--- config.mk ---
export PLATFORM = sky130hd
export DESIGN_NAME = cdm_seq_divider_flat
export DESIGN_NICKNAME = d
export VERILOG_FILES = /design/src/rtl/cdm_seq_divider_if.sv /design/src/rtl/cdm_seq_divider.sv /design/src/flat_wrapper.sv
export SDC_FILE = /design/constraint.sdc
export NUM_CORES = 1
export LEC_CHECK = 0
export BUFFER_PORTS_ARGS = -buffer_cell sky130_fd_sc_hd__buf_2
export CAP_MARGIN = 20
export CELL_PAD_IN_SITES_DETAIL_PLACEMENT = 0
export CELL_PAD_IN_SITES_GLOBAL_PLACEMENT = 1
export CORE_UTILIZATION = 43
export DETAILED_ROUTE_END_ITERATION = 7
export GPL_TIMING_DRIVEN = 0
export PLACE_DENSITY_LB_ADDON = 0.12
export SYNTH_ARGS = -nofsm -noshare
export SYNTH_HDL_FRONTEND = slang
export SYNTH_SLANG_ARGS = --single-unit
--- constraint.sdc ---
create_clock -name clk -period 2.5 [get_ports clk]
set_input_delay 0 -clock clk [delete_from_list [all_inputs] [get_ports clk]]
set_output_delay 0 -clock clk [all_outputs]
set_load 0.1 [all_outputs]
--- src/rtl/cdm_seq_divider_if.sv ---
// Handshake bundle for cdm_seq_divider: operand request (N/D) and result
// response (Q/dz) each with their own valid/ready pair.
// Optional macro CDM_DIV_REM_EN adds the remainder output R.
interface cdm_seq_divider_if #(
    parameter int WIDTH_N = 16,
    parameter int WIDTH_D = 8
);
    logic               in_valid;
    logic               in_ready;
    logic [WIDTH_N-1:0] N;
    logic [WIDTH_D-1:0] D;
    logic               out_valid;
    logic               out_ready;
    logic [WIDTH_N-1:0] Q;
    logic               dz;
`ifdef CDM_DIV_REM_EN
    logic [WIDTH_D-1:0] R;
`endif

    // Requester/consumer side: presents operands, accepts results.
    modport master (
        output in_valid,
        output N,
        output D,
        output out_ready,
        input  in_ready,
        input  out_valid,
        input  Q,
`ifdef CDM_DIV_REM_EN
        input  R,
`endif
        input  dz
    );

    // Divider side.
    modport slave (
        input  in_valid,
        input  N,
        input  D,
        input  out_ready,
        output in_ready,
        output out_valid,
        output Q,
`ifdef CDM_DIV_REM_EN
        output R,
`endif
        output dz
    );
endinterface

--- src/rtl/cdm_seq_divider.sv ---
// cdm_seq_divider: sequential restoring divider, WIDTH_N-bit dividend by
// WIDTH_D-bit divisor, one quotient bit per clock. Recovers a multiplier
// operand from a product and the other operand.
// Timing: accept at edge 0, out_valid after edge WIDTH_N+1; a zero divisor
// skips the iteration and raises out_valid after edge 1 with Q all-ones, dz=1.
// Optional macro CDM_DIV_REM_EN exposes the final remainder on R.
module cdm_seq_divider #(
    parameter int WIDTH_N = 16,
    parameter int WIDTH_D = 8
) (
    input  logic             clk,
    input  logic             rst_n,
    cdm_seq_divider_if.slave bus
);

    localparam int CNT_W = $clog2(WIDTH_N + 1);
    localparam logic [CNT_W-1:0] LAST_STEP = CNT_W'(WIDTH_N - 1);

    localparam logic [1:0] IDLE = 2'd0;
    localparam logic [1:0] CALC = 2'd1;
    localparam logic [1:0] DONE = 2'd2;

    logic [1:0]         state;
    logic [CNT_W-1:0]   cnt;
    logic [WIDTH_N-1:0] acc;      // dividend bits shift out, quotient bits shift in
    logic [WIDTH_D-1:0] rem;      // partial remainder, always < divisor
    logic [WIDTH_D-1:0] d_reg;
    logic               out_valid_q;
    logic [WIDTH_N-1:0] q_reg;
    logic               dz_reg;
`ifdef CDM_DIV_REM_EN
    logic [WIDTH_D-1:0] r_reg;
`endif

    logic [WIDTH_D:0]   shifted;
    logic [WIDTH_D+1:0] trial;
    logic               fits;
    logic [WIDTH_D:0]   rem_nxt;
    logic               load_result;
    logic               unused_rem_msb;

    assign bus.in_ready  = (state == IDLE);
    assign bus.out_valid = out_valid_q;
    assign bus.Q         = q_reg;
    assign bus.dz        = dz_reg;
`ifdef CDM_DIV_REM_EN
    assign bus.R         = r_reg;
`endif

    // Results are registered on the first DONE cycle so both the normal and
    // the divide-by-zero path share one output load point.
    assign load_result = (state == DONE) && !out_valid_q;

    // One restoring step: shift in the next dividend bit, trial-subtract D.
    always_comb begin
        // NOTE: every variable gets a value before any branch so no latch is inferred.
        shifted = {rem, acc[WIDTH_N-1]};
        trial   = {1'b0, shifted} - {2'b00, d_reg};
        fits    = !trial[WIDTH_D+1];
        rem_nxt = fits ? trial[WIDTH_D:0] : shifted;
    end

    // The kept or restored value is below D, so its top bit is always zero.
    assign unused_rem_msb = rem_nxt[WIDTH_D];

    // Control: state transitions and step counter.
    always_ff @(posedge clk or negedge rst_n) begin
        if (!rst_n) begin
            // NOTE: state updates use <= so all registers see pre-edge values.
            state       <= IDLE;
            cnt         <= '0;
            out_valid_q <= 1'b0;
        end else begin
            case (state)
                IDLE: begin
                    if (bus.in_valid) begin
                        cnt   <= '0;
                        state <= (bus.D == '0) ? DONE : CALC;
                    end
                end
                CALC: begin
                    cnt <= cnt + 1'b1;
                    if (cnt == LAST_STEP) begin
                        state <= DONE;
                    end
                end
                DONE: begin
                    if (!out_valid_q) begin
                        out_valid_q <= 1'b1;
                    end else if (bus.out_ready) begin
                        out_valid_q <= 1'b0;
                        state       <= IDLE;
                    end
                end
                default: begin
                    state <= IDLE;
                end
            endcase
        end
    end

    // Datapath: operand capture on accept and one shift/subtract per CALC cycle.
    always_ff @(posedge clk or negedge rst_n) begin
        if (!rst_n) begin
            // NOTE: datapath registers are reset too so an aborted division leaves no stale state.
            acc   <= '0;
            rem   <= '0;
            d_reg <= '0;
        end else if (state == IDLE && bus.in_valid) begin
            d_reg <= bus.D;
            if (bus.D == '0) begin
                acc <= '1;
                rem <= bus.N[WIDTH_D-1:0];
            end else begin
                acc <= bus.N;
                rem <= '0;
            end
        end else if (state == CALC) begin
            acc <= {acc[WIDTH_N-2:0], fits};
            rem <= rem_nxt[WIDTH_D-1:0];
        end
    end

    // Result registers: loaded once per operation, held through backpressure
    // and after the handshake until the next result.
    always_ff @(posedge clk or negedge rst_n) begin
        if (!rst_n) begin
            q_reg  <= '0;
            dz_reg <= 1'b0;
        end else if (load_result) begin
            q_reg  <= acc;
            dz_reg <= (d_reg == '0);
        end
    end

`ifdef CDM_DIV_REM_EN
    // Remainder output shares the load point of Q.
    always_ff @(posedge clk or negedge rst_n) begin
        if (!rst_n) begin
            r_reg <= '0;
        end else if (load_result) begin
            r_reg <= rem;
        end
    end
`endif

endmodule

--- src/flat_wrapper.sv ---
// flat-port wrapper written by rule: the top's interface ports become plain ports
module cdm_seq_divider_flat 
#(
    parameter int WIDTH_N = 16,
    parameter int WIDTH_D = 8
)
  (clk, rst_n, bus_in_valid, bus_N, bus_D, bus_out_ready, bus_in_ready, bus_out_valid, bus_Q, bus_dz);
  cdm_seq_divider_if #(.WIDTH_N(WIDTH_N), .WIDTH_D(WIDTH_D)) bus_i ();
  input  logic clk;
  input  logic rst_n;
  input wire logic [$bits(bus_i.in_valid)-1:0] bus_in_valid;
  input wire logic [$bits(bus_i.N)-1:0] bus_N;
  input wire logic [$bits(bus_i.D)-1:0] bus_D;
  input wire logic [$bits(bus_i.out_ready)-1:0] bus_out_ready;
  output wire logic [$bits(bus_i.in_ready)-1:0] bus_in_ready;
  output wire logic [$bits(bus_i.out_valid)-1:0] bus_out_valid;
  output wire logic [$bits(bus_i.Q)-1:0] bus_Q;
  output wire logic [$bits(bus_i.dz)-1:0] bus_dz;
  assign bus_i.in_valid = bus_in_valid;
  assign bus_i.N = bus_N;
  assign bus_i.D = bus_D;
  assign bus_i.out_ready = bus_out_ready;
  assign bus_in_ready = bus_i.in_ready;
  assign bus_out_valid = bus_i.out_valid;
  assign bus_Q = bus_i.Q;
  assign bus_dz = bus_i.dz;
  cdm_seq_divider #(.WIDTH_N(WIDTH_N), .WIDTH_D(WIDTH_D)) u_core (.clk(clk), .rst_n(rst_n), .bus(bus_i));
endmodule
==> results of run 1 <==
[through the flow]
stage | std cells | area (µm²) | power (mW) | utilization
global route | 460 | 3725 | 6.359 | 0.5767
CTS | 460 | 3725 | 5.962 | 0.5767
detailed placement | 419 | 3273 | 5.030 | 0.5068
finish | 460 | 3725 | 5.953 | 0.5767
global placement | 418 | 3253 | 4.982 | 0.5037
floorplan | 295 | 2927 | 4.350 | -
[layout make-up]
class / count / area [µm²] / share of cell area
buffer: 16 / 76.32 / 0.02049
clock buffer: 9 / 123.9 / 0.03326
clock inverter: 7 / 77.57 / 0.02083
inverter: 12 / 45.04 / 0.01209
multi-input combinational: 210 / 1379 / 0.3702
sequential: 57 / 1426 / 0.3829
tap: 77 / 96.34 / 0.02586
timing repair buffer: 72 / 500.5 / 0.1344
[placed cells by master (no fill, tap or decap), drive strengths merged, types with 4 or more instances in the layout]
cell / Yosys / layout
ha: 10 / 10
clkbuf: 7 / 16
nand2b: 5 / 5
dlygate4sd3: 0 / 25
a22oi: 9 / 9
clkinvlp: 0 / 4
mux2: 18 / 18
dfrtp: 57 / 57
nand2: 40 / 40
buf: 9 / 56
nor2: 19 / 19
nand3: 20 / 20
mux2i: 4 / 4
a31oi: 4 / 4
o22ai: 5 / 5
inv: 12 / 14
a21oi: 9 / 9
o21ai: 21 / 21
nor4: 7 / 7
[power by group through the flow]
stage	logic, mW	clock network, mW	registers (mW)
CTS	3.38	0.900	1.68
finish	3.38	0.884	1.69
global route	3.68	0.939	1.74
global placement	3.30	0	1.69
floorplan	1.94	0	2.42
detailed placement	3.34	0	1.69
[routing by layer]
metal,GRT usage,vias up
met5,0,-
met4,0.05547,0
met3,0.05703,6
met2,0.3466,68
met1,0.3301,1211
li1,-,1227
[path summary, 6_finish.rpt]
kind / startpoint / end / slack, ps
setup / recovery: u_core.d_reg[6] / u_core.rem[4] / 180
hold / removal: bus_N[7] / u_core.acc[7] / 9
hold reg to reg: u_core.cnt[4] / u_core.cnt[4] / 510
min in group asynchronous: rst_n / u_core.bus.Q[5] / 220
setup reg to reg: u_core.d_reg[6] / u_core.rem[4] / 180
max in group asynchronous: rst_n / u_core.bus.Q[14] / 1690
[kinds of logic (layout without fill, tap and decap cells)]
kind of cell	after synthesis	in the layout
adders and majority gates	11	11
DFF	57	57
xor gates and xnor gates	4	4
muxes	22	22
and+or+nand+nor	109	109
AOI/OAI and AO/OA	64	64
buffers and inverters	28	116
[worst register-to-register path, stage by stage (launching register included)]
cell	delay (ps)
dfrtp_1	350
inv_1	80
ha_1	380
a21o_1	220
a221o_1	370
a21oi_2	230
buf_6	200
mux2i_1	250
o221ai_2	110
[cells in the mapped netlist, types with 2 or more instances]
| library cell | n |
|---|---|
| a211oi_1 | 3 |
| a21o_1 | 2 |
| a21oi_1 | 8 |
| a22oi_1 | 9 |
| a31oi_1 | 4 |
| and3_1 | 3 |
| buf_2 | 7 |
| clkbuf_1 | 7 |
| dfrtp_1 | 57 |
| ha_1 | 10 |
| inv_1 | 11 |
| mux2_2 | 18 |
| mux2i_1 | 4 |
| nand2_1 | 40 |
| nand2b_1 | 5 |
| nand3_1 | 20 |
| nand4_1 | 3 |
| nor2_1 | 19 |
| nor2b_1 | 3 |
| nor4_1 | 6 |
| o211ai_2 | 2 |
| o21ai_0 | 21 |
| o22ai_1 | 5 |
| xor2_1 | 3 |
==> summary.txt, run 1 <==
Drt
  – Drt drc: 10
  – Met2 wire len: 3.340 mm
  – DR WL met3: 356 µm
  – Pre-antenna DRT Iters: 6
  – Via Count: 2512
  – Initial DRC Count: 135
  – Uppermost layer routed: met4
  – Met1 WL: 3.694 mm
  – Final WL: 7.447 mm
  – Post-route ant nets: 0
  – Wire per inst: 16.19 µm
  – Vias per cell: 5.461

Synth
  – Syn nets: 334
  – Post-Synth Adder-Cell Area: 0.04959
  – Syn_area_per_cell: 9.921 µm²
  – Multiplexer share of the synthesized area: 0.08294
  – Largest family of logic cells by synthesized area: simple AND/OR/NAND/NOR gates
  – Yosys top cell by area: dfrtp_1
  – Synth Instances: 295
  – Seq cells post-synth: 57
  – Synth Flop Type: dfrtp_1
  – Mapped cell area: 2927 µm²
  – Netlist cell types: 49
  – Post-synth top area share: 0.4874
  – Yosys warning total: 0
  – XOR/XNOR Fraction of Synth Area: 0.01197
  – Synth Area in Simple Gates: 0.1804
  – Sequential area share after synthesis: 0.4874
  – Post-synth EDFFs: 0
  – Synth Area in Compound Gates: 0.1462
  – Asr flop ratio synth: 1.000
  – Top post-synthesis cells by area: dfrtp_1 (49%), mux2_2 (6.9%), nand2_1 (5.1%), ha_1 (4.3%), o21ai_0 (3.6%)

Setup path
  – CP Buf/Inv Count: 2
  – CP peak stage delay: 370 ps
  – Setup crit end kind: flip-flop
  – Startpoint types: flip-flop
  – CP cell instances: inv_1 > ha_1 > a21o_1 > a221o_1 > a21oi_2 > buf_6 > mux2i_1 > o221ai_2
  – Setup CP Type: reg -> reg
  – CP top delay family: compound AO/OA/AOI/OAI gates
  – Reg2Reg Depth: 8
  – Worst path required time: 2700 ps
  – Critical path fanouts, max: 10
  – WP depth: 8
  – Slowest cell on crit path: ha_1
  – WP data arrival: 2520 ps

Status
  – Failing checks: design-rule violations
  – Status: finished with violations

Worst hold path
  – Worst hold path depth: 3
  – Hold Path Class: in -> reg

Power and ir drop
  – Internal: 3.009 mW
  – Combinational Power Share: 0.568
  – P_sw: 2.944 mW
  – Net Sw Frac: 0.4946
  – Sequential Power Share: 0.283
  – Power Density: 1598 nW/µm²
  – Pleak: 1.776 nW
  – Max VDD drop: 0.6949 mV
  – Clock power share: 0.149

Floorplanning
  – Die footprint: 7140 µm²
  – Core area: 6459 µm²
  – Die Wd: 84.50 µm
  – Total I/O pin count: 47
  – FP Rows: 29
  – DIE HEIGHT: 84.50 µm
  – Initial core utilization: 0.4531

Global route
  – Gr ovfl total: 0
  – Largest net degree at the start of global routing: 33
  – Vias in the first global route: 2465
  – First-pass GRT wire length: 12.40 mm
  – Overall Global Routing Usage: 0.2284
  – Initial antenna violation count: 0

Clocking
  – CTS Root Cell: clkbuf_8
  – Postcts setup bufs: 0
  – Clk_lat worst skew: 340 ps
  – CTS Sinks: 57
  – Reg clk slew, reported paths: 80 ps
  – CTS tree: yes
  – CTS H-tree lvls: 3
  – Post-CTS Resized: 0
  – CTS buffer count: 9
  – # hold bufs at CTS: 25
  – Max Buffers Root-to-Sink: 2

Timing
  – Slew Viols, Final: 0
  – Tcrit/Tclk final: 0.9269
  – Total negative slack: 0 ps
  – Tmin final: 2317 ps
  – Peak Freq: 431.6 MHz
  – RSZ-0062 raised after global routing: false
  – # setup viols final: 0
  – Clk_skew: 10.63 ps
  – Final hold violations: 0
  – Final WS setup: 182.8 ps
  – Worst-Margin Slew: 637.3 ps
  – WHS: 8.566 ps
  – Max transition margin: 0.5752

Cells and area
  – Fraction of layout cells with a size suffix above 1: 0.2585
  – Fill cell count: 612
  – # nets final: 417
  – # diodes: 0
  – Area growth from synthesis to layout: 27.28%

Placed design
  – Buffers on Ports: 46
  – Post-DP HPWL: 5.262 mm
  – Setup WS pre-CTS: 215.8 ps
  – Global placer's final weighted congestion: 0.7702

Job
  – Max-cap violations: 0
No activity file was read; power rests on OpenSTA's default activity.
==> inputs of run 2 (changes only) <==
- CORE_UTILIZATION: 43 -> 30
==> run 2 against run 1 <==
Against the previous run:
- the run now ends clean
- routed wire length grew 3.9%
- flip-flop and latch count did not move
- die area is 42% higher
- via count shrank 2.5%
- largest power group unchanged
- critical endpoint is now u_core.rem[2]
- sequential share of layout area down 0.42 points
- sequential power is essentially flat
==> summary.txt, run 2 (synthesis gave the netlist of run 1 again) <==
Status
  – Status: complete, no violations

Clocking
  – CTS Sinks: 57 (unchanged)
  – CTS H-tree lvls: 3 (unchanged)
  – CTS tree: yes
  – Reg clk slew, reported paths: 70 ps (about the same)
  – Clk_lat worst skew: 340 ps (about the same)
  – Max Buffers Root-to-Sink: 2 (unchanged)
  – CTS buffer count: 9 (unchanged)
  – CTS Root Cell: clkbuf_8
  – Postcts setup bufs: 0 (unchanged)

Setup path
  – Critical path fanouts, max: 10 (unchanged)
  – Reg2Reg Depth: 7 (-1)
  – Worst path required time: 2730 ps (+30 ps)
  – RR Startpoint: u_core.rem[5]
  – Worst Setup SP: u_core.rem[5]
  – Startpoint types: flip-flop
  – CP cell instances: ha_1 > a21o_1 > a221o_1 > a21oi_2 > buf_6 > mux2i_1 > o211ai_2
  – Setup CP Type: reg -> reg
  – Reg2reg setup slack: 190 ps (about the same)
  – Setup crit end kind: flip-flop
  – WP data arrival: 2530 ps (about the same)
  – CP peak stage delay: 430 ps (+60 ps)
  – Slowest cell on crit path: dfrtp_1
  – CP top delay family: compound AO/OA/AOI/OAI gates
  – CP Buf/Inv Count: 1 (-1)
  – FF-to-FF End: u_core.rem[2]

Drt
  – Pre-antenna DRT Iters: 4 (-2)
  – Initial DRC Count: 126 (-6.7%)
  – Via Count: 2448 (-2.5%)
  – Post-route ant nets: 0 (unchanged)
  – Final WL: 7.740 mm (+3.9%)
  – Vias per cell: 4.772 (-13%)
  – Drt drc: 0 (-10)
  – Wire per inst: 15.09 µm (-6.8%)

Timing
  – Final WS setup: 193.7 ps (+10.91 ps)
  – Worst-Margin Slew: 591.3 ps (-46.02 ps)
  – Max transition margin: 0.6041 (+0.02895)
  – Tcrit/Tclk final: 0.9225 (-0.004364)
  – Total negative slack: 0 ps (unchanged)
  – Peak Freq: 433.6 MHz (+0.47%)
  – Tmin final: 2306 ps (-10.91 ps)
  – RSZ-0062 raised after global routing: false
  – WHS: 28.36 ps (+19.79 ps)
  – Clk_skew: 4.027 ps (-6.604 ps)
  – # setup viols final: 0 (unchanged)
  – Slew Viols, Final: 0 (unchanged)
  – Final hold violations: 0 (unchanged)

Worst hold path
  – Min-delay src: bus_N[15]
  – Hold Path Class: in -> reg
  – Worst Hold Endpoint: u_core.acc[15]
  – Worst hold path depth: 3 (unchanged)

Floorplanning
  – FP Rows: 35 (+21%)
  – Core area: 9328 µm² (+44%)
  – Initial core utilization: 0.3137 (-0.1394)
  – Die Wd: 100.8 µm (+19%)
  – Total I/O pin count: 47 (unchanged)
  – DIE HEIGHT: 100.8 µm (+19%)
  – Die footprint: 10150 µm² (+42%)

Power and ir drop
  – Power Density: 1546 nW/µm² (-3.3%)
  – Max VDD drop: 0.5283 mV (-24%)
  – Pleak: 1.775 nW (about the same)

Global route
  – Largest net degree at the start of global routing: 38 (+15%)
  – Overall Global Routing Usage: 0.1663 (-0.06213)
  – Vias in the first global route: 2474 (+0.37%)
  – Initial antenna violation count: 0 (unchanged)
  – First-pass GRT wire length: 12.66 mm (+2.1%)
  – Gr ovfl total: 0 (unchanged)

Cells and area
  – # nets final: 418 (+0.24%)
  – Multi-input gate area: 1384 µm² (+0.36%)
  – Layout Cells excl Fill: 513 (+12%)
  – Commonest cells after routing, fill and taps aside: dfrtp_1 (57), buf_2 (53), nand2_1 (40)
  – # diodes: 0 (unchanged)
  – Area taken by flip-flops and latches: 1426 µm² (unchanged)
  – Fraction of layout cells with a size suffix above 1: 0.2578 (-0.0006731)
  – Fill cell count: 961 (+57%)
  – Most common cell after layout, fill and taps aside: dfrtp_1
  – Area growth from synthesis to layout: 28.69%

Placed design
  – Global placer's final weighted congestion: 0.7476 (-2.9%)
  – Placed insts: 471 (+12%)
  – Setup WS pre-CTS: 186.3 ps (-29.46 ps)
  – Post-DP HPWL: 5.585 mm (+6.1%)
  – Buffers on Ports: 46 (unchanged)

Job
  – Max-cap violations: 0 (unchanged)
==> run 2: cell types whose count changed in the layout (fill, tap and decap cells not counted), sizes merged <==
cell,before,now
dlygate4sd3,25,26
clkinv,0,4
clkbuf,16,17
bufinv,1,0
inv,14,12
clkinvlp,4,2
==> run 2: report_power, final <==
part / internal (mW) / switching (mW) / leakage [nW]
sequential: 1.37 / 0.317 / 0.716
combinational: 1.18 / 2.21 / 0.977
clock: 0.352 / 0.388 / 0.0818
total: 2.90 / 2.92 / 1.78
==> run 2: metal layers <==
layer / global-route usage / share of wire / vias up
met1: 0.2271 / 0.49 / 1172
met5: 0 / 0 / -
met2: 0.2566 / 0.46 / 49
met3: 0.04993 / 0.037 / 7
met4: 0.04348 / 0.012 / 0
li1: - / - / 1220
==> run 2: final cells by class <==
| type | count | share of cell area |
|---|---|---|
| buffer | 16 | 0.02027 |
| clock buffer | 10 | 0.03389 |
| clock inverter | 6 | 0.009302 |
| inverter | 12 | 0.01196 |
| multi-input combinational | 210 | 0.3674 |
| sequential | 57 | 0.3787 |
| tap | 129 | 0.04286 |
| timing repair buffer | 73 | 0.1355 |
==> run 2: stage by stage <==
step                      utilization  area [µm²]  total power, mW
final                          0.4038        3766            5.821
after global routing           0.4038        3766            6.294
after CTS                      0.4032        3761            5.876
after detailed placement       0.3579        3338            5.078
after global placement         0.3557        3318            5.058
after floorplan                     -        2927            4.350
==> run 2: worst max path at each step <==
| stage | depth (start not counted) | end | slack (ps) |
|---|---|---|---|
| final | 7 | u_core.rem[2] | 190 |
| after global routing | 7 | u_core.rem[4] | 100 |
| after CTS | 7 | u_core.rem[2] | 170 |
| after detailed placement | 7 | u_core.rem[2] | 190 |
| after global placement | 7 | u_core.rem[2] | 170 |
| after floorplan | 7 | u_core.rem[4] | 480 |
==> run 2: worst reg2reg max path, cell delays in order, from the launching register on <==
cell      delay [ps]
dfrtp_1          430
ha_1             380
a21o_1           230
a221o_1          370
a21oi_2          220
buf_6            200
mux2i_1          270
o211ai_2          90
==> run 2: timing repair <==
| item | CTS | global route |
|---|---|---|
| endpoints found under the hold margin | 45 | 0 |
| setup endpoints to repair | 0 | 1 |
| resized for setup | 0 | 1 |
| hold buffers | 26 | 0 |
==> inputs of run 3 (changes only) <==
--- a/config.mk
+++ b/config.mk
@@ -7,8 +7,8 @@
 export LEC_CHECK = 0
 export BUFFER_PORTS_ARGS = -buffer_cell sky130_fd_sc_hd__buf_2
-export CAP_MARGIN = 20
 export CELL_PAD_IN_SITES_DETAIL_PLACEMENT = 0
 export CELL_PAD_IN_SITES_GLOBAL_PLACEMENT = 1
 export CORE_UTILIZATION = 30
+export CTS_CLUSTER_DIAMETER = 120
 export DETAILED_ROUTE_END_ITERATION = 7
 export GPL_TIMING_DRIVEN = 0
==> constraint.sdc (replaced) <==
create_clock -name clk -period 2.5 [get_ports clk]
set_input_delay 0.5 -clock clk [delete_from_list [all_inputs] [get_ports clk]]
set_output_delay 0.5 -clock clk [all_outputs]
set_load 0.1 [all_outputs]
==> run 3 against run 2 <==
Against the previous run:
- worst hold slack improved by 180 ps
- die area unchanged
- worst setup slack got worse by 39 ps
- register-to-register slack got worse by 40 ps
- routed wire length decreased by 1.4%
- critical path type unchanged
==> summary.txt, run 3 (synthesis gave the netlist of run 1 again) <==
Setup path
  – Worst path required time: 2720 ps (about the same)
  – Setup CP Type: reg -> reg
  – WP data arrival: 2570 ps (+40 ps)
  – Reg2Reg Depth: 7 (unchanged)
  – Critical path fanouts, max: 10 (unchanged)
  – Startpoint types: flip-flop
  – Setup crit end kind: flip-flop

Job
  – Max-cap violations: 0 (unchanged)

Timing
  – Slew Viols, Final: 0 (unchanged)
  – Tmin final: 2345 ps (+38.62 ps)
  – RSZ-0062 raised after global routing: false
  – Total negative slack: 0 ps (unchanged)
  – Worst-Margin Slew: 741.2 ps (+150.0 ps)
  – Tcrit/Tclk final: 0.9380 (+0.01545)
  – Final hold violations: 0 (unchanged)
  – Clk_skew: 10.24 ps (+6.210 ps)
  – Max transition margin: 0.5059 (-0.09824)
  – Peak Freq: 426.5 MHz (-1.6%)
  – # setup viols final: 0 (unchanged)

Drt
  – Pre-antenna DRT Iters: 4 (unchanged)
  – Wire per inst: 15.73 µm (+4.3%)
  – Drt drc: 0 (unchanged)
  – Final WL: 7.629 mm (-1.4%)
  – Via Count: 2367 (-3.3%)
  – Vias per cell: 4.880 (+2.3%)
  – Post-route ant nets: 0 (unchanged)
  – Initial DRC Count: 97 (-23%)

Global route
  – Initial antenna violation count: 0 (unchanged)
  – First-pass GRT wire length: 12.50 mm (-1.3%)
  – Overall Global Routing Usage: 0.1649 (-0.001364)
  – Largest net degree at the start of global routing: 58 (+53%)
  – Gr ovfl total: 0 (unchanged)
  – Met2 GRT Util: 0.2476 (-0.008957)
  – Top Usage Layer GRT: met2
  – GR Util met3: 0.04300 (-0.006935)
  – Met1 usage: 0.2283 (+0.001213)
  – Vias in the first global route: 2414 (-2.4%)

Floorplanning
  – Core area: 9328 µm² (unchanged)
  – Die Wd: 100.8 µm (unchanged)
  – FP Rows: 35 (unchanged)
  – Initial core utilization: 0.3137 (unchanged)
  – Die footprint: 10150 µm² (unchanged)
  – Total I/O pin count: 47 (unchanged)
  – DIE HEIGHT: 100.8 µm (unchanged)

Clocking
  – CTS H-tree lvls: 3 (unchanged)
  – CTS tree: yes
  – CTS Sinks: 57 (unchanged)
  – Post-CTS Resized: 0 (unchanged)
  – Clk_lat worst skew: 340 ps (about the same)
  – CTS buffer count: 9 (unchanged)
  – # hold bufs at CTS: 0 (-100%)
  – Postcts setup bufs: 0 (unchanged)
  – Max Buffers Root-to-Sink: 2 (unchanged)
  – CTS Root Cell: clkbuf_8
  – Reg clk slew, reported paths: 70 ps (about the same)

Cells and area
  – Most common cell after layout, fill and taps aside: dfrtp_1
  – Final Cell Area: 3487 µm² (-7.4%)
  – Commonest cells after routing, fill and taps aside: dfrtp_1 (57), buf_2 (52), nand2_1 (40)
  – Fraction of layout cells with a size suffix above 1: 0.2725 (+0.01466)
  – # nets final: 391 (-6.5%)
  – # diodes: 0 (unchanged)
  – Area growth from synthesis to layout: 19.15%

Worst hold path
  – Hold Path Class: in -> async

Placed design
  – Post-place instance area: 3318 µm² (-0.60%)
  – Buffers on Ports: 46 (unchanged)
  – Global placer's final weighted congestion: 0.7476 (unchanged)
  – Post-DP HPWL: 5.474 mm (-2.0%)

Status
  – Status: complete, no violations
-- run 3: cell count changes in the layout (fill, tap and decap cells not counted) --
cell | before | now
buf_4 | 0 | 1
dlygate4sd3_1 | 26 | 0
clkinvlp_4 | 2 | 0
buf_2 | 53 | 52
buf_12 | 1 | 0
clkbuf_8 | 9 | 10
-- run 3: critical path, cell delays in order, from the launching register on --
cell      delay, ps
dfrtp_1         440
ha_1            380
a21o_1          230
a221o_1         360
a21oi_2         240
buf_6           210
mux2i_1         270
o211ai_2         90
-- run 3: through the flow --
stage                     instances  hold slack (ps)  setup slack, ps    util
after CTS                       485            362.9            149.6  0.3730
after detailed placement        470            479.9            167.0  0.3557
final                           485            211.9            155.1  0.3738
after floorplan                 295            204.4            255.8       -
after global routing            485            268.7            78.27  0.3738
after global placement          470            477.0            171.3  0.3557
-- run 3: worst paths after layout --
| kind | from | endpoint | slack (ps) |
|---|---|---|---|
| setup / recovery | u_core.rem[5] | u_core.rem[2] | 160 |
| hold / removal | rst_n | u_core.d_reg[1] | 210 |
| setup reg to reg | u_core.rem[5] | u_core.rem[2] | 160 |
| hold reg to reg | u_core.cnt[3] | u_core.cnt[3] | 490 |
| max in group asynchronous | rst_n | u_core.cnt[0] | 1780 |
| min in group clk | bus_D[0] | u_core.d_reg[0] | 370 |
-- run 3: cell type report --
class	instances	area (µm²)
Buffer	16	76.32
Clock buffer	11	141.4
Clock inverter	4	20.02
Fill cell	973	5841
Inverter	12	45.04
Multi-Input combinational cell	210	1384
Sequential cell	57	1426
Tap cell	129	161.4
Timing Repair Buffer	46	232.7
-- run 3: per-layer routing --
layer / vias to the layer above / wire length (µm)
met4: 0 / 113
met5: - / 0
met3: 12 / 227
met2: 47 / 3388
met1: 1138 / 3899
li1: 1170 / -
Power of run 3 is left out: the tool's default activity adds up to more than one toggle a clock period on the data nets, which glitch-free logic cannot reach.
